==> config.mk <==
export PLATFORM = sky130hd
export DESIGN_NAME = sap3_input_port_flat
export DESIGN_NICKNAME = d
export VERILOG_FILES = /design/src/rtl/sap3_input_port_if.sv /design/src/rtl/sap3_input_port.sv /design/src/flat_wrapper.sv
export SDC_FILE = /design/constraint.sdc
export NUM_CORES = 1
export LEC_CHECK = 0
export ABC_AREA = 1
export BUFFER_PORTS_ARGS = -buffer_cell sky130_fd_sc_hd__buf_2
export CORE_ASPECT_RATIO = 1.25
export CORE_UTILIZATION = 45
export DETAILED_ROUTE_END_ITERATION = 8
export PLACE_DENSITY = 0.72
export SLEW_MARGIN = 20
export SYNTH_ARGS = -nofsm -noshare
export SYNTH_HDL_FRONTEND = slang
export SYNTH_SLANG_ARGS = --single-unit
==> constraint.sdc <==
create_clock -name CLK -period 2.3 [get_ports CLK]
set_clock_uncertainty 0.05 [all_clocks]
set_input_delay 0.46 -clock CLK [delete_from_list [all_inputs] [get_ports CLK]]
set_output_delay 0.46 -clock CLK [all_outputs]
set_load 0.005 [all_outputs]
==> src/rtl/sap3_input_port_if.sv <==
`default_nettype none
// ============================================================================
// Module      : sap3_input_port_if
// Description : Pin-level and bus-side signal bundle for the SAP-3 input port.
//               The slave modport is the port itself. The master modport is the
//               external agent together with the controller.
//               Optional feature macro: SAP3_IN_PARITY_EN (adds ext_par and
//               parity_err).
// Revision    : 1.0  initial release
// ============================================================================
interface sap3_input_port_if #(
    parameter int DEPTH = 4
) ();
    // External agent side
    logic [7:0]               ext_data;
    logic                     ext_stb;
    logic                     ext_ack;
`ifdef SAP3_IN_PARITY_EN
    logic                     ext_par;
    logic                     parity_err;
`endif
    // Controller / W-bus side
    logic                     rd_en;
    logic [7:0]               bus_out;
    logic                     bus_oe;
    logic                     empty;
    logic                     full;
    logic [$clog2(DEPTH):0]   count;
    logic                     underflow;

`ifdef SAP3_IN_PARITY_EN
    modport slave (
        input  ext_data, ext_stb, ext_par, rd_en,
        output ext_ack, bus_out, bus_oe, empty, full, count, underflow, parity_err
    );
    modport master (
        output ext_data, ext_stb, ext_par, rd_en,
        input  ext_ack, bus_out, bus_oe, empty, full, count, underflow, parity_err
    );
`else
    modport slave (
        input  ext_data, ext_stb, rd_en,
        output ext_ack, bus_out, bus_oe, empty, full, count, underflow
    );
    modport master (
        output ext_data, ext_stb, rd_en,
        input  ext_ack, bus_out, bus_oe, empty, full, count, underflow
    );
`endif
endinterface
`default_nettype wire

==> src/rtl/sap3_input_port.sv <==
`default_nettype none
// ============================================================================
// Module      : sap3_input_port
// Description : Receive half of the SAP-3 pin-level I/O port. An external
//               agent pushes bytes with a 4-phase strobe/ack handshake; the
//               bytes queue in a small FIFO that the controller drains onto
//               the W bus with the IN instruction.
//               Optional feature macro: SAP3_IN_PARITY_EN -- even parity over
//               {ext_data, ext_par}; bad bytes are dropped, flagged in the
//               sticky parity_err, and the handshake still completes.
// Revision    : 1.0  initial release
// ============================================================================
module sap3_input_port #(
    parameter int DEPTH       = 4,   // FIFO entries, power of two, >= 2
    parameter int SYNC_STAGES = 2    // ext_stb synchronizer length, >= 2
) (
    input  logic              CLK,
    input  logic              rst,
    sap3_input_port_if.slave  port_if
);

    // ------------------------------------------------------------------------
    // Derived constants
    // ------------------------------------------------------------------------
    localparam int AW = $clog2(DEPTH);   // pointer width
    localparam int CW = AW + 1;          // occupancy width (0..DEPTH)

    localparam logic [CW-1:0] c_DEPTH_CNT = CW'(DEPTH);
    localparam logic [CW-1:0] c_CNT_ONE   = CW'(1);
    localparam logic [AW-1:0] c_PTR_ONE   = AW'(1);

    // Handshake FSM encoding
    localparam logic [1:0] c_IDLE       = 2'd0;
    localparam logic [1:0] c_WAIT_SPACE = 2'd1;
    localparam logic [1:0] c_ACK        = 2'd2;

    // ------------------------------------------------------------------------
    // Elaboration-time parameter sanity
    // ------------------------------------------------------------------------
    if (DEPTH < 2 || (DEPTH & (DEPTH - 1)) != 0) begin : g_bad_depth
        $error("sap3_input_port: DEPTH must be a power of two >= 2");
    end
    if (SYNC_STAGES < 2) begin : g_bad_sync
        $error("sap3_input_port: SYNC_STAGES must be >= 2");
    end

    // ------------------------------------------------------------------------
    // Declarations
    // ------------------------------------------------------------------------
    // Strobe synchronizer. fill_q tracks how far valid samples have advanced
    // down the chain since reset, so the zeros left by reset are never
    // mistaken for a real low level of ext_stb.
    logic [SYNC_STAGES-1:0] sync_q;
    logic [SYNC_STAGES-1:0] fill_q;
    logic                   stb_prev_q;
    logic                   w_chain_valid;
    logic                   w_stb_s;
    logic                   w_rise;

    // Handshake FSM
    logic [1:0]             state_q;
    logic [1:0]             state_d;
    logic                   ack_q;
    logic                   ack_d;
    logic                   w_capture;   // handshake accepts the byte this cycle
    logic                   w_par_ok;
    logic                   w_push;      // byte actually enters the FIFO

    // FIFO
    logic [7:0]             mem_q [DEPTH];
    logic [AW-1:0]          wr_ptr_q;
    logic [AW-1:0]          wr_ptr_d;
    logic [AW-1:0]          rd_ptr_q;
    logic [AW-1:0]          rd_ptr_d;
    logic [CW-1:0]          count_q;
    logic [CW-1:0]          count_d;
    logic                   w_empty;
    logic                   w_full;
    logic                   w_pop;
    logic                   w_space;

    // Sticky status
    logic                   underflow_q;
    logic                   underflow_d;
`ifdef SAP3_IN_PARITY_EN
    logic                   parity_err_q;
    logic                   parity_err_d;
`endif

    // ------------------------------------------------------------------------
    // Strobe synchronizer and rising-edge detect
    // ------------------------------------------------------------------------
    assign w_stb_s       = sync_q[SYNC_STAGES-1];
    assign w_chain_valid = fill_q[SYNC_STAGES-1];
    // stb_prev resets high so a strobe still asserted across reset must go
    // low and high again before it is taken as a new byte.
    assign w_rise        = w_chain_valid & w_stb_s & ~stb_prev_q;

    // Shift ext_stb through the synchronizer and remember the last valid level
    always_ff @(posedge CLK) begin
        if (rst) begin
            sync_q     <= '0;
            fill_q     <= '0;
            stb_prev_q <= 1'b1;
        end else begin
            sync_q <= {sync_q[SYNC_STAGES-2:0], port_if.ext_stb};
            fill_q <= {fill_q[SYNC_STAGES-2:0], 1'b1};
            if (w_chain_valid) begin
                stb_prev_q <= w_stb_s;
            end
        end
    end

    // ------------------------------------------------------------------------
    // FIFO status and read qualification
    // ------------------------------------------------------------------------
    assign w_empty = (count_q == '0);
    assign w_full  = (count_q == c_DEPTH_CNT);
    assign w_pop   = port_if.rd_en & ~w_empty;
    // A pop in the same cycle frees the slot the write needs, so a full FIFO
    // can still accept when the controller is reading.
    assign w_space = ~w_full | w_pop;

    // ------------------------------------------------------------------------
    // Parity qualification of the incoming byte
    // ------------------------------------------------------------------------
`ifdef SAP3_IN_PARITY_EN
    assign w_par_ok = ~(^{port_if.ext_data, port_if.ext_par});
`else
    assign w_par_ok = 1'b1;
`endif

    assign w_push = w_capture & w_par_ok;

    // ------------------------------------------------------------------------
    // Handshake FSM next-state: decide capture, ack and state transitions
    // ------------------------------------------------------------------------
    always_comb begin
        state_d   = state_q;
        ack_d     = ack_q;
        w_capture = 1'b0;
        case (state_q)
            c_IDLE: begin
                if (w_rise) begin
                    if (w_space) begin
                        w_capture = 1'b1;
                        ack_d     = 1'b1;
                        state_d   = c_ACK;
                    end else begin
                        state_d   = c_WAIT_SPACE;
                    end
                end
            end
            c_WAIT_SPACE: begin
                // ext_data is held by the agent until ack, so it is still
                // valid here; room takes priority over a late withdrawal.
                if (w_space) begin
                    w_capture = 1'b1;
                    ack_d     = 1'b1;
                    state_d   = c_ACK;
                end else if (!w_stb_s) begin
                    state_d   = c_IDLE;
                end
            end
            c_ACK: begin
                if (!w_stb_s) begin
                    ack_d   = 1'b0;
                    state_d = c_IDLE;
                end
            end
            default: begin
                ack_d   = 1'b0;
                state_d = c_IDLE;
            end
        endcase
    end

    // Register the handshake state and acknowledge
    always_ff @(posedge CLK) begin
        if (rst) begin
            state_q <= c_IDLE;
            ack_q   <= 1'b0;
        end else begin
            state_q <= state_d;
            ack_q   <= ack_d;
        end
    end

    // ------------------------------------------------------------------------
    // FIFO pointer/occupancy next-state
    // ------------------------------------------------------------------------
    always_comb begin
        wr_ptr_d = wr_ptr_q;
        rd_ptr_d = rd_ptr_q;
        count_d  = count_q;
        if (w_push) begin
            wr_ptr_d = wr_ptr_q + c_PTR_ONE;   // wraps modulo DEPTH
        end
        if (w_pop) begin
            rd_ptr_d = rd_ptr_q + c_PTR_ONE;
        end
        case ({w_push, w_pop})
            2'b10:   count_d = count_q + c_CNT_ONE;
            2'b01:   count_d = count_q - c_CNT_ONE;
            default: count_d = count_q;        // idle, or write and pop together
        endcase
    end

    // Register FIFO pointers and occupancy
    always_ff @(posedge CLK) begin
        if (rst) begin
            wr_ptr_q <= '0;
            rd_ptr_q <= '0;
            count_q  <= '0;
        end else begin
            wr_ptr_q <= wr_ptr_d;
            rd_ptr_q <= rd_ptr_d;
            count_q  <= count_d;
        end
    end

    // Store accepted bytes; storage needs no reset because reads are gated
    // by occupancy.
    always_ff @(posedge CLK) begin
        if (w_push) begin
            mem_q[wr_ptr_q] <= port_if.ext_data;
        end
    end

    // ------------------------------------------------------------------------
    // Sticky error flags
    // ------------------------------------------------------------------------
    assign underflow_d = underflow_q | (port_if.rd_en & w_empty);
`ifdef SAP3_IN_PARITY_EN
    assign parity_err_d = parity_err_q | (w_capture & ~w_par_ok);
`endif

    // Hold error flags until reset
    always_ff @(posedge CLK) begin
        if (rst) begin
            underflow_q  <= 1'b0;
`ifdef SAP3_IN_PARITY_EN
            parity_err_q <= 1'b0;
`endif
        end else begin
            underflow_q  <= underflow_d;
`ifdef SAP3_IN_PARITY_EN
            parity_err_q <= parity_err_d;
`endif
        end
    end

    // ------------------------------------------------------------------------
    // Outputs
    // ------------------------------------------------------------------------
    // The head byte is presented combinationally during the rd_en cycle and
    // the read pointer advances at the closing edge.
    assign port_if.bus_oe    = w_pop;
    assign port_if.bus_out   = w_pop ? mem_q[rd_ptr_q] : 8'h00;
    assign port_if.ext_ack   = ack_q;
    assign port_if.empty     = w_empty;
    assign port_if.full      = w_full;
    assign port_if.count     = count_q;
    assign port_if.underflow = underflow_q;
`ifdef SAP3_IN_PARITY_EN
    assign port_if.parity_err = parity_err_q;
`endif

endmodule
`default_nettype wire

==> src/flat_wrapper.sv <==
// flat-port wrapper written by rule: the top's interface ports become plain ports
module sap3_input_port_flat 
#(
    parameter int DEPTH       = 4,                                      
    parameter int SYNC_STAGES = 2                                        
)
  (CLK, rst, port_if_ext_data, port_if_ext_stb, port_if_rd_en, port_if_ext_ack, port_if_bus_out, port_if_bus_oe, port_if_empty, port_if_full, port_if_count, port_if_underflow);
  sap3_input_port_if #(.DEPTH(DEPTH)) port_if_i ();
  input  logic CLK;
  input  logic rst;
  input wire logic [$bits(port_if_i.ext_data)-1:0] port_if_ext_data;
  input wire logic [$bits(port_if_i.ext_stb)-1:0] port_if_ext_stb;
  input wire logic [$bits(port_if_i.rd_en)-1:0] port_if_rd_en;
  output wire logic [$bits(port_if_i.ext_ack)-1:0] port_if_ext_ack;
  output wire logic [$bits(port_if_i.bus_out)-1:0] port_if_bus_out;
  output wire logic [$bits(port_if_i.bus_oe)-1:0] port_if_bus_oe;
  output wire logic [$bits(port_if_i.empty)-1:0] port_if_empty;
  output wire logic [$bits(port_if_i.full)-1:0] port_if_full;
  output wire logic [$bits(port_if_i.count)-1:0] port_if_count;
  output wire logic [$bits(port_if_i.underflow)-1:0] port_if_underflow;
  assign port_if_i.ext_data = port_if_ext_data;
  assign port_if_i.ext_stb = port_if_ext_stb;
  assign port_if_i.rd_en = port_if_rd_en;
  assign port_if_ext_ack = port_if_i.ext_ack;
  assign port_if_bus_out = port_if_i.bus_out;
  assign port_if_bus_oe = port_if_i.bus_oe;
  assign port_if_empty = port_if_i.empty;
  assign port_if_full = port_if_i.full;
  assign port_if_count = port_if_i.count;
  assign port_if_underflow = port_if_i.underflow;
  sap3_input_port #(.DEPTH(DEPTH), .SYNC_STAGES(SYNC_STAGES)) u_core (.CLK(CLK), .rst(rst), .port_if(port_if_i));
endmodule
==> Flow_metrics.wiki, run 1 <==
{| class="wikitable"
! Metric !! Value
|-
| Summed area of non-filler cells in the final layout || around 2400 sq um
|-
| Worst setup slack for register-to-register paths || approximately 270 ps
|-
| Reg power frac || 54.6%
|-
| Most common cell after layout, fill and taps aside || nor2_1
|-
| Number of buffers inserted by post-CTS setup repair || 0
|-
| Die span in y || slightly below 80 um
|-
| Clock Power Share || 32.6%
|-
| Final GP Congestion || a little under 0.8
|-
| Commonest cells after routing, fill and taps aside || nor2_1 (47), edfxtp_1 (32), buf_2 (27)
|-
| Worst min-delay path startpoint || port_if_ext_stb
|-
| Clock latency on the worst-skew pair || approximately 300 ps
|-
| Dominant synthesized flop cell || edfxtp_1
|-
| Layout fillers || between 400 and 500
|-
| Number of synthesized flops with an enable pin || 32
|-
| Routed wire length || 3597 um
|-
| Setup repair after global routing missed its margin || false
|-
| Mean cell area of the mapped netlist || between 10 and 15 sq um
|-
| Number of antenna cells inserted || 0
|-
| Synth async-reset ratio || 0%
|-
| Clock edge transition at the registers on the reported setup and hold paths || 90 ps
|-
| Critical path type || reg -> reg
|-
| Clock net sink count || 50
|-
| Clock buffer depth || 2
|-
| Vias || 1419
|-
| Endpoint of the most critical register-to-register path || u_core.port_if.count[2]
|-
| Flip-flop and latch count after synthesis || 50
|-
| Final count of pins violating max slew || 0
|-
| Site row count || 27
|-
| Count of hold-fix buffers inserted at cts || 0
|-
| Input/output buffers || 27
|-
| Post-Syn Area || a little over 2000 sq um
|-
| Number of H-tree branching levels || 2
|-
| Antenna violations before repair || 0
|-
| Run status || complete, no violations
|-
| Vias/cell || 4.794
|-
| Static leakage power || around 1 nW
|-
| Clock tree from TritonCTS || built
|-
| Portion of the post-synthesis area used by sequential elements || 63.65%
|-
| Number of nets still failing antenna checks after routing || 0
|-
| Average wire per standard cell || 12.15 um
|-
| IO Pins || 28
|-
| Proportion of total power due to net switching || between 20 and 25%
|-
| Layout-stage area growth over the synthesis result || 15.85%
|-
| Max Fanout on Critical Path || 7
|-
| Total DRC errors in the routed layout || 0
|-
| Syn nets || approximately 220
|-
| Die Span X || approximately 63 um
|-
| Depth of the worst register-to-register path || 10
|-
| Slew @ Worst Pin || approximately 300 ps
|-
| DR iter-0 viols || between 50 and 60
|-
| Effective utilization at floorplan || 46.90%
|-
| Relative max-transition margin || around four fifths
|-
| Total gr overflow || 0
|-
| Core Region || 4425 sq um
|-
| Vias in the first global route || 1314
|-
| Largest net degree at the start of global routing || 17
|-
| Number of max-cap violations || 0
|-
| Number of buffers created by CTS || 5
|-
| Number of unique standard cell types used by synthesis || 26
|-
| Hold path endpoint || u_core.sync_q[0]
|-
| Power density normalized to cell area || roughly 760 nW/um^2
|-
| GR Util All Layers || 15.78%
|-
| Final cycle utilization of the critical path || 88.16%
|-
| Cell at the root of the clock tree || clkbuf_8
|-
| Final total negative setup slack || 0 ps
|-
| Total area of sequential cells || roughly 1300 sq um
|-
| Critical Path AT || 2170 ps
|-
| Area after detailed placement || around 2300 sq um
|-
| DPL Wire Length || around 2500 um
|-
| Pint || between 1 and 1.5 mW
|-
| Number of warning messages in the yosys log || 0
|-
| Length of the first detailed-routing pass in iterations || 4
|-
| Switching power || ~0.45 mW
|-
| Worst Hold Path Cells || 3
|-
| Cell count after synthesis || about 200
|-
| Proportion of power drawn by combinational gates || between 10% and 20%
|-
| Combined area of the multi-input logic cells || just over 600 sq um
|-
| Type of the tightest min-delay check || in -> reg
|-
| Startpoint type of the worst setup path || flop
|-
| Required time reported for the critical path endpoint || between 2000 and 2500 ps
|-
| Net count reported at finish || 255
|-
| Largest vdd supply drop || 0.0004909 V
|-
| F_max || 493.2 MHz
|-
| Global-route wire length before repair || between 5000 and 6000 um
|-
| Beginning of the worst register-to-register path || u_core.port_if.count[0]
|-
| Endpoints failing setup || 0
|-
| DIE AREA || between 4000 and 5000 sq um
|-
| Post-layout minimum cycle time || around 2000 ps
|-
| Count of endpoints failing hold in the final timing report || 0
|-
| Crit path capture type || flop
|-
| Cts repair resizes || 0
|-
| Fraction of layout instances using a drive strength above 1 || a little over a fifth
|}
-- metrics by stage --
| step | utilization (%) | instances | hold slack (ps) | setup slack, ps | total power [mW] |
|---|---|---|---|---|---|
| finish | 54.34 | 296 | 314.5 | 272.2 | 1.830 |
| global route | 54.34 | 296 | 296.8 | 111.4 | 1.919 |
| CTS | 54.34 | 296 | 305.0 | 247.1 | 1.851 |
| detailed placement | 51.88 | 288 | 346.5 | 128.3 | 1.260 |
| global placement | 51.88 | 288 | 339.4 | 201.7 | 1.253 |
| floorplan | - | 201 | 338.3 | 424.9 | 1.180 |
-- power by group through the flow --
stage	logic, mW	clock network [mW]	registers, mW
after floorplan	0.165	0	1.01
after global placement	0.233	0	1.02
after detailed placement	0.239	0	1.02
after CTS	0.240	0.610	1.00
after global routing	0.268	0.647	1.00
final	0.234	0.596	1.00
-- worst max-delay path by stage --
| stage | startpoint | endpoint |
|---|---|---|
| 6_report | u_core.port_if.count[0] | u_core.port_if.count[2] |
| 5_1_grt | u_core.port_if.count[0] | u_core.port_if.count[2] |
| 4_1_cts | flop | port_if_bus_out[4] |
| 3_5_place_dp | port_if_rd_en | u_core.port_if.count[2] |
| 3_3_place_gp | port_if_rd_en | u_core.port_if.count[2] |
| 2_1_floorplan | port_if_rd_en | u_core.port_if.count[2] |
-- layer usage --
layer | global-route usage, % | part of all wire, %
met5 | 0 | 0
met1 | 17.34 | 42
met4 | 5.581 | 1.6
met2 | 28.80 | 52
met3 | 4.265 | 3.9
-- kinds of logic after synthesis --
kind of cell | after synthesis | synth area share (%)
simple gates | 74 | 15.97
flops | 50 | 63.65
compound gates | 37 | 9.042
buf+inv | 33 | 6.931
fa+ha+maj | 6 | 3.978
xor+xnor | 1 | 0.4220
-- Yosys cell counts (3+ instances only) --
cell,number,area [sq um]
ha_1,5,62.56
nand3_1,4,20.02
nand2_2,3,18.77
edfxtp_1,32,960.9
nand2_1,11,41.29
o21ai_0,22,110.1
a21oi_1,14,70.07
dfxtp_1,18,360.4
inv_1,26,97.59
nor2_1,47,176.4
-- critical path, stage by stage (launching register included) --
cell and delay, ps:
dfxtp_1 360, nor2_2 170, nand3_2 170, nand3_4 160
ha_1 180, inv_1 70, fa_1 390, nand2_1 80
nand3_1 80, o21ai_0 150, a21oi_1 50
-- registers in the layout, summed over array words and instances, names as in the netlist, named ones only --
name and cells:
u_core.stb_prev_q 1, u_core.port_if.ext_ack 1, u_core.port_if.underflow 1, u_core.fill_q 2
u_core.wr_ptr_q 2, u_core.sync_q 2, u_core.state_q 2, u_core.port_if.count 3
u_core.mem_q 32, u_core.rd_ptr_q 2
-- area by class of cell --
type	count	share of cell area [%]
repair buffers	33	7.492
flip-flops and latches	50	54.94
well taps	58	3.018
clock buffers	5	2.862
clock inverters	3	1.665
multi-input cells	118	25.39
inverters	29	4.631
No activity file was read; power rests on OpenSTA's default activity.
==> run 2, diff against run 1 <==
Settings changed: RECOVER_POWER from default to 50.
==> run 2 against run 1 <==
  * Critical path depth up 1
  * Critical endpoint unchanged
  * Final area down 0.57%
  * Non-clock buffer count unchanged
  * Register-to-register slack about the same
  * Clock-buffer cell count unchanged
  * Highest routed layer unchanged
  * Power down 0.23%
  * Cell count unchanged
  * Die area unchanged
  * Sequential power about the same
  * Core utilization down 0.31 points
==> Flow_metrics.wiki, run 2 (synthesis gave the netlist of run 1 again) <==
{| class="wikitable"
! Metric !! Value
|-
| Final worst hold slack || 314.3 ps (was 314.5 ps)
|-
| Total DRC errors in the routed layout || 0 (unchanged)
|-
| Largest vdd supply drop || 0.0004856 V (was 0.0004909 V)
|-
| Cts repair resizes || 0 (unchanged)
|-
| Core Region || 4425 sq um (unchanged)
|-
| Crit-path cells || nor2_2 > nand2_1 > nand2_4 > inv_4 > ha_1 > inv_1 > fa_1 > nand2_1 > nand3_1 > o21ai_0 > a21oi_1 (was nor2_2 > nand3_2 > nand3_4 > ha_1 > inv_1 > fa_1 > nand2_1 > nand3_1 > o21ai_0 > a21oi_1)
|-
| Routed wire length || 3575 um (was 3597 um)
|-
| Cell at the root of the clock tree || clkbuf_8 (unchanged)
|-
| Launching instance or port of the critical path || u_core.port_if.count[0] (unchanged)
|-
| F_max || 494.5 MHz (was 493.2 MHz)
|-
| Type of the tightest min-delay check || in -> reg (unchanged)
|-
| Net count reported at finish || 255 (unchanged)
|-
| Average wire per standard cell || 12.08 um (was 12.15 um)
|-
| Number of max-cap violations || 0 (unchanged)
|-
| Length of the first detailed-routing pass in iterations || 4 (unchanged)
|-
| Total gr overflow || 0 (unchanged)
|-
| DIE AREA || 4890 sq um (unchanged)
|-
| Die Span X || 62.75 um (unchanged)
|-
| Register name with the most flops || u_core.mem_q (unchanged)
|-
| Final count of pins violating max slew || 0 (unchanged)
|-
| Crit path capture type || flop (unchanged)
|-
| Global routing usage on met3 || 4.265% (unchanged)
|-
| DPL Wire Length || 2526 um (unchanged)
|-
| Global-route wire length before repair || 5802 um (unchanged)
|-
| Commonest cells after routing, fill and taps aside || nor2_1 (47), edfxtp_1 (32), inv_1 (26) (was nor2_1 (47), edfxtp_1 (32), buf_2 (27))
|-
| Vias || 1414 (was 1419)
|-
| Number of H-tree branching levels || 2 (unchanged)
|-
| Clock tree from TritonCTS || built (unchanged)
|-
| Global-route track usage on met1 || 17.34% (unchanged)
|-
| Combined area of the multi-input logic cells || 608.1 sq um (was 610.6 sq um)
|-
| Hold path endpoint || u_core.sync_q[0] (unchanged)
|-
| Cell repeated most along the worst path || nand2_1
|-
| Clock edge transition at the registers on the reported setup and hold paths || 90 ps (about the same)
|-
| Vias/cell || 4.777 (was 4.794)
|-
| Depth of the worst register-to-register path || 11 (was 10)
|-
| Met2 capacity usage during global routing || 28.80% (unchanged)
|-
| Clock net sink count || 50 (unchanged)
|-
| DR iter-0 viols || 59 (was 58)
|-
| Slew @ Worst Pin || 294.0 ps (was 295.3 ps)
|-
| Total area of sequential cells || 1321 sq um (unchanged)
|-
| Antenna violations before repair || 0 (unchanged)
|-
| Final cycle utilization of the critical path || 87.93% (was 88.16%)
|-
| Count of hold-fix buffers inserted at cts || 0 (unchanged)
|-
| Critical Path AT || 2170 ps (about the same)
|-
| Layout fillers || 407 (was 404)
|-
| Vias in the first global route || 1314 (unchanged)
|-
| Most common cell after layout, fill and taps aside || nor2_1 (unchanged)
|-
| Clock latency on the worst-skew pair || 300 ps (about the same)
|-
| Beginning of the worst register-to-register path || u_core.port_if.count[0] (unchanged)
|-
| Required time reported for the critical path endpoint || 2450 ps (about the same)
|-
| Startpoint type of the worst setup path || flop (unchanged)
|-
| Final total negative setup slack || 0 ps (unchanged)
|-
| Max Fanout on Critical Path || 10 (was 7)
|-
| Endpoint of the most critical register-to-register path || u_core.port_if.count[2] (unchanged)
|-
| Post-layout minimum cycle time || 2022 ps (was 2028 ps)
|-
| GR Util All Layers || 15.78% (unchanged)
|-
| Number of nets still failing antenna checks after routing || 0 (unchanged)
|-
| IO Pins || 28 (unchanged)
|-
| Static leakage power || 0.9708 nW (was 0.9952 nW)
|-
| Crit path largest cell delay || 420 ps (was 390 ps)
|-
| Layer with the highest usage || met2 (unchanged)
|-
| Largest net degree at the start of global routing || 17 (unchanged)
|-
| Worst min-delay path startpoint || port_if_ext_stb (unchanged)
|-
| Fraction of layout instances using a drive strength above 1 || 16.81% (was 21.01%)
|-
| Site row count || 27 (unchanged)
|-
| Max reg flops || 32 (unchanged)
|-
| Effective utilization at floorplan || 46.90% (unchanged)
|-
| Slowest-stage cell, CP || dfxtp_1 (was fa_1)
|-
| Final GP Congestion || 0.7863 (unchanged)
|-
| Run status || complete, no violations (unchanged)
|-
| Number of buffers created by CTS || 5 (unchanged)
|-
| Input/output buffers || 27 (unchanged)
|-
| Critical path type || reg -> reg (unchanged)
|-
| Number of antenna cells inserted || 0 (unchanged)
|-
| Worst Hold Path Cells || 3 (unchanged)
|-
| Relative max-transition margin || 80.38% (was 80.29%)
|-
| Layout-stage area growth over the synthesis result || 15.19% (was 15.85%)
|-
| Count of endpoints failing hold in the final timing report || 0 (unchanged)
|-
| Number of buffers inserted by post-CTS setup repair || 0 (unchanged)
|-
| Endpoints failing setup || 0 (unchanged)
|-
| Die span in y || 77.94 um (unchanged)
|-
| Power density normalized to cell area || 763.6 nW/um^2 (was 761.0 nW/um^2)
|-
| Worst setup slack for register-to-register paths || 280 ps (was 270 ps)
|-
| Clock buffer depth || 2 (unchanged)
|-
| Setup repair after global routing missed its margin || false (unchanged)
|}
run 2: cell types whose count changed in the layout (fill, tap and decap cells not counted), sizes merged:
cell | before | now
buf | 33 | 24
clkbuf | 5 | 14
run 2: through the flow:
step / instance area (sq um) / utilization [%] / setup WS, ps / instances / power [mW]
after global routing: 2391 / 54.03 / 75.50 / 296 / 1.915
after detailed placement: 2296 / 51.88 / 128.3 / 288 / 1.260
after floorplan: 2076 / - / 424.9 / 201 / 1.180
after global placement: 2296 / 51.88 / 201.7 / 288 / 1.253
final: 2391 / 54.03 / 277.6 / 296 / 1.826
after CTS: 2405 / 54.34 / 247.1 / 296 / 1.851
run 2: layer usage:
layer	wire, um	share of wire [%]
met5	0	0
met4	57	1.6
met3	164	4.6
met2	1865	52
met1	1489	42
run 2: critical path: cells and delay by family, from the launching register on:
family                     cells  cell delay [ps]
AOI/OAI and AO/OA              2              200
and+or+nand+nor                5              510
adders and majority gates      2              560
buffers and inverters          2              170
DFF                            1              420
run 2: report_power, final:
group	switching (mW)	internal, mW
Combinational	0.144	0.0852
Clock	0.276	0.320
Sequential	0.0239	0.976
Total	0.445	1.38
run 2: worst max-delay path by stage:
stage / endpoint / slack, ps / cells after the start
detailed placement: u_core.port_if.count[2] / 130 / 11
floorplan: u_core.port_if.count[2] / 420 / 10
CTS: port_if_bus_out[4] / 250 / 6
finish: u_core.port_if.count[2] / 280 / 11
global placement: u_core.port_if.count[2] / 200 / 11
global route: u_core.port_if.count[2] / 80 / 11
run 2: final cells by class:
class	count	area share, %
inverter	29	4.657
tap	58	3.035
clock inverter	3	1.675
timing repair buffer	33	7.064
sequential	50	55.26
clock buffer	5	2.878
multi-input combinational	118	25.43
==> run 3, diff against run 2 <==
Settings changed: CELL_PAD_IN_SITES_DETAIL_PLACEMENT from default to 1, CELL_PAD_IN_SITES_GLOBAL_PLACEMENT from default to 1, CORE_UTILIZATION 45 to 44, PLACE_DENSITY 0.72 to 0.85.
==> run 3 against run 2 <==
  * Routed wire length rose by 18%
  * Sequential share of layout area up 0.23 points
  * Register-to-register slack worse by 60 ps
  * Via count grew 4.0%
  * Clock power fell by 15%
  * Largest cell class unchanged
  * Global-route usage rose by 3.2 points
  * Combinational power is 3% higher
  * Maximum frequency decreased by 3.0%
  * Non-clock buffer count rose by 1
  * Cell count up 0.34%
  * Worst setup slack got worse by 63 ps
  * Power fell by 4.0%
==> Flow_metrics.wiki, run 3 (synthesis gave the netlist of run 1 again) <==
{| class="wikitable"
! Metric !! Value
|-
| Most common cell after layout, fill and taps aside || nor2_1 (unchanged)
|-
| Relative max-transition margin || 78.28% (was 80.38%)
|-
| F_max || 479.4 MHz (was 494.5 MHz)
|-
| Register name with the most flops || u_core.mem_q (unchanged)
|-
| Global-route wire length before repair || 7031 um (was 5802 um)
|-
| Type of the tightest min-delay check || in -> reg (unchanged)
|-
| Die Span X || 63.44 um (was 62.75 um)
|-
| IO Pins || 28 (unchanged)
|-
| Clock edge transition at the registers on the reported setup and hold paths || 90 ps (about the same)
|-
| Site row count || 27 (unchanged)
|-
| Commonest cells after routing, fill and taps aside || nor2_1 (47), edfxtp_1 (32), inv_1 (26) (unchanged)
|-
| Run status || complete, no violations (unchanged)
|-
| Count of hold-fix buffers inserted at cts || 0 (unchanged)
|-
| Vias in the first global route || 1543 (was 1314)
|-
| Cell repeated most along the worst path || nand2_1 (unchanged)
|-
| Clock tree from TritonCTS || built (unchanged)
|-
| DPL Wire Length || 3112 um (was 2526 um)
|-
| Total gr overflow || 0 (unchanged)
|-
| Number of nets still failing antenna checks after routing || 0 (unchanged)
|-
| DIE AREA || 4998 sq um (was 4890 sq um)
|-
| Number of H-tree branching levels || 2 (unchanged)
|-
| Crit path capture type || flop (unchanged)
|-
| Input/output buffers || 27 (unchanged)
|-
| Core Region || 4459 sq um (was 4425 sq um)
|-
| Total power consumption of the routed design || 1.752 mW (was 1.826 mW)
|-
| Final count of pins violating max slew || 0 (unchanged)
|-
| Number of antenna cells inserted || 0 (unchanged)
|-
| Setup repair after global routing missed its margin || false (unchanged)
|-
| Clock net sink count || 50 (unchanged)
|-
| Number of max-cap violations || 0 (unchanged)
|-
| DR iter-0 viols || 36 (was 59)
|-
| Post-layout minimum cycle time || 2086 ps (was 2022 ps)
|-
| Endpoints failing setup || 0 (unchanged)
|-
| Pre-CTS setup slack || 91.75 ps (was 128.3 ps)
|-
| Vias || 1471 (was 1414)
|-
| Clock latency on the worst-skew pair || 300 ps (about the same)
|-
| Area after detailed placement || 2303 sq um (was 2296 sq um)
|-
| Critical path type || reg -> reg (unchanged)
|-
| Length of the first detailed-routing pass in iterations || 4 (unchanged)
|-
| Average wire per standard cell || 14.23 um (was 12.08 um)
|-
| Largest net degree at the start of global routing || 18 (was 17)
|-
| Total DRC errors in the routed layout || 0 (unchanged)
|-
| Slew @ Worst Pin || 325.7 ps (was 294.0 ps)
|-
| Layout-stage area growth over the synthesis result || 14.83% (was 15.19%)
|-
| Count of endpoints failing hold in the final timing report || 0 (unchanged)
|-
| Antenna violations before repair || 0 (unchanged)
|-
| Static leakage power || 0.9591 nW (was 0.9708 nW)
|-
| Crit-path cells || nor2_2 > nand2_1 > nand2_4 > inv_4 > ha_1 > inv_1 > fa_1 > nand2_1 > nand3_1 > o21ai_0 > a21oi_1 (unchanged)
|-
| Die span in y || 78.79 um (was 77.94 um)
|-
| Net count reported at finish || 256 (was 255)
|-
| GR Util All Layers || 18.93% (was 15.78%)
|-
| Final total negative setup slack || 0 ps (unchanged)
|-
| Max reg flops || 32 (unchanged)
|-
| Cell at the root of the clock tree || clkbuf_8 (unchanged)
|-
| Number of buffers created by CTS || 5 (unchanged)
|-
| Final worst hold slack || 311.4 ps (was 314.3 ps)
|-
| Effective utilization at floorplan || 46.55% (was 46.90%)
|-
| Critical Path AT || 2230 ps (was 2170 ps)
|-
| Fraction of layout instances using a drive strength above 1 || 17.15% (was 16.81%)
|-
| Final GP Congestion || 0.6689 (was 0.7863)
|-
| Startpoint type of the worst setup path || flop (unchanged)
|-
| Max Fanout on Critical Path || 10 (unchanged)
|-
| Final worst setup slack || 214.2 ps (was 277.6 ps)
|-
| Slowest-stage cell, CP || dfxtp_1 (unchanged)
|-
| Largest vdd supply drop || 0.0005157 V (was 0.0004856 V)
|-
| Layout fillers || 514 (was 407)
|-
| Summed area of non-filler cells in the final layout || 2384 sq um (was 2391 sq um)
|-
| Clock buffer depth || 2 (unchanged)
|-
| Crit path largest cell delay || 430 ps (was 420 ps)
|-
| Final cycle utilization of the critical path || 90.69% (was 87.93%)
|-
| Routed wire length || 4227 um (was 3575 um)
|-
| Power density normalized to cell area || 735.1 nW/um^2 (was 763.6 nW/um^2)
|-
| Vias/cell || 4.953 (was 4.777)
|-
| Required time reported for the critical path endpoint || 2450 ps (about the same)
|}
## run 3: routing by layer
layer | vias up | global-route usage (%) | wire, um
met5 | - | 0 | 0
met1 | 698 | 19.19 | 1695
met4 | 0 | 8.409 | 79
li1 | 732 | - | -
met2 | 32 | 36.81 | 2307
met3 | 9 | 3.448 | 145
## run 3: area by class of cell
cell class	count	area (sq um)	area share, %
Sequential cell	50	1323	55.49
Clock buffer	5	68.82	2.887
Inverter	29	111.4	4.672
Clock inverter	3	25.02	1.050
Tap cell	58	72.57	3.045
Multi-Input combinational cell	118	608.1	25.51
Timing Repair Buffer	34	175.2	7.349
## run 3: worst paths after layout
kind	startpoint	end	slack, ps	cells after the start
worst max-delay path	u_core.port_if.count[0]	u_core.port_if.count[2]	210	11
worst min-delay path	port_if_ext_stb	u_core.sync_q[0]	310	3
worst max register to register	u_core.port_if.count[0]	u_core.port_if.count[2]	210	11
worst min register to register	u_core.sync_q[0]	u_core.sync_q[1]	360	2
## run 3: metrics by stage
stage / utilization (%) / std cells
finish: 53.45 / 297
floorplan: - / 201
CTS: 53.76 / 297
detailed placement: 51.66 / 289
global placement: 51.66 / 289
global route: 53.45 / 297
## run 3: what timing repair did
action,CTS,global route
buffers inserted,0,0
setup endpoints to repair,0,1
gates resized for setup,0,1
## run 3: where the power goes
part / switching [mW] / leakage, nW / internal, mW
Sequential: 0.0314 / 0.435 / 0.977
Combinational: 0.147 / 0.479 / 0.0895
Clock: 0.288 / 0.0447 / 0.219
Total: 0.467 / 0.959 / 1.29
## run 3: critical path: cells and delay by family (launching register included)
kind / cells / cell delay, ps
buffers and inverters: 2 / 180
and+or+nand+nor: 5 / 540
adders and majority gates: 2 / 570
DFF: 1 / 430
AOI/OAI and AO/OA: 2 / 220
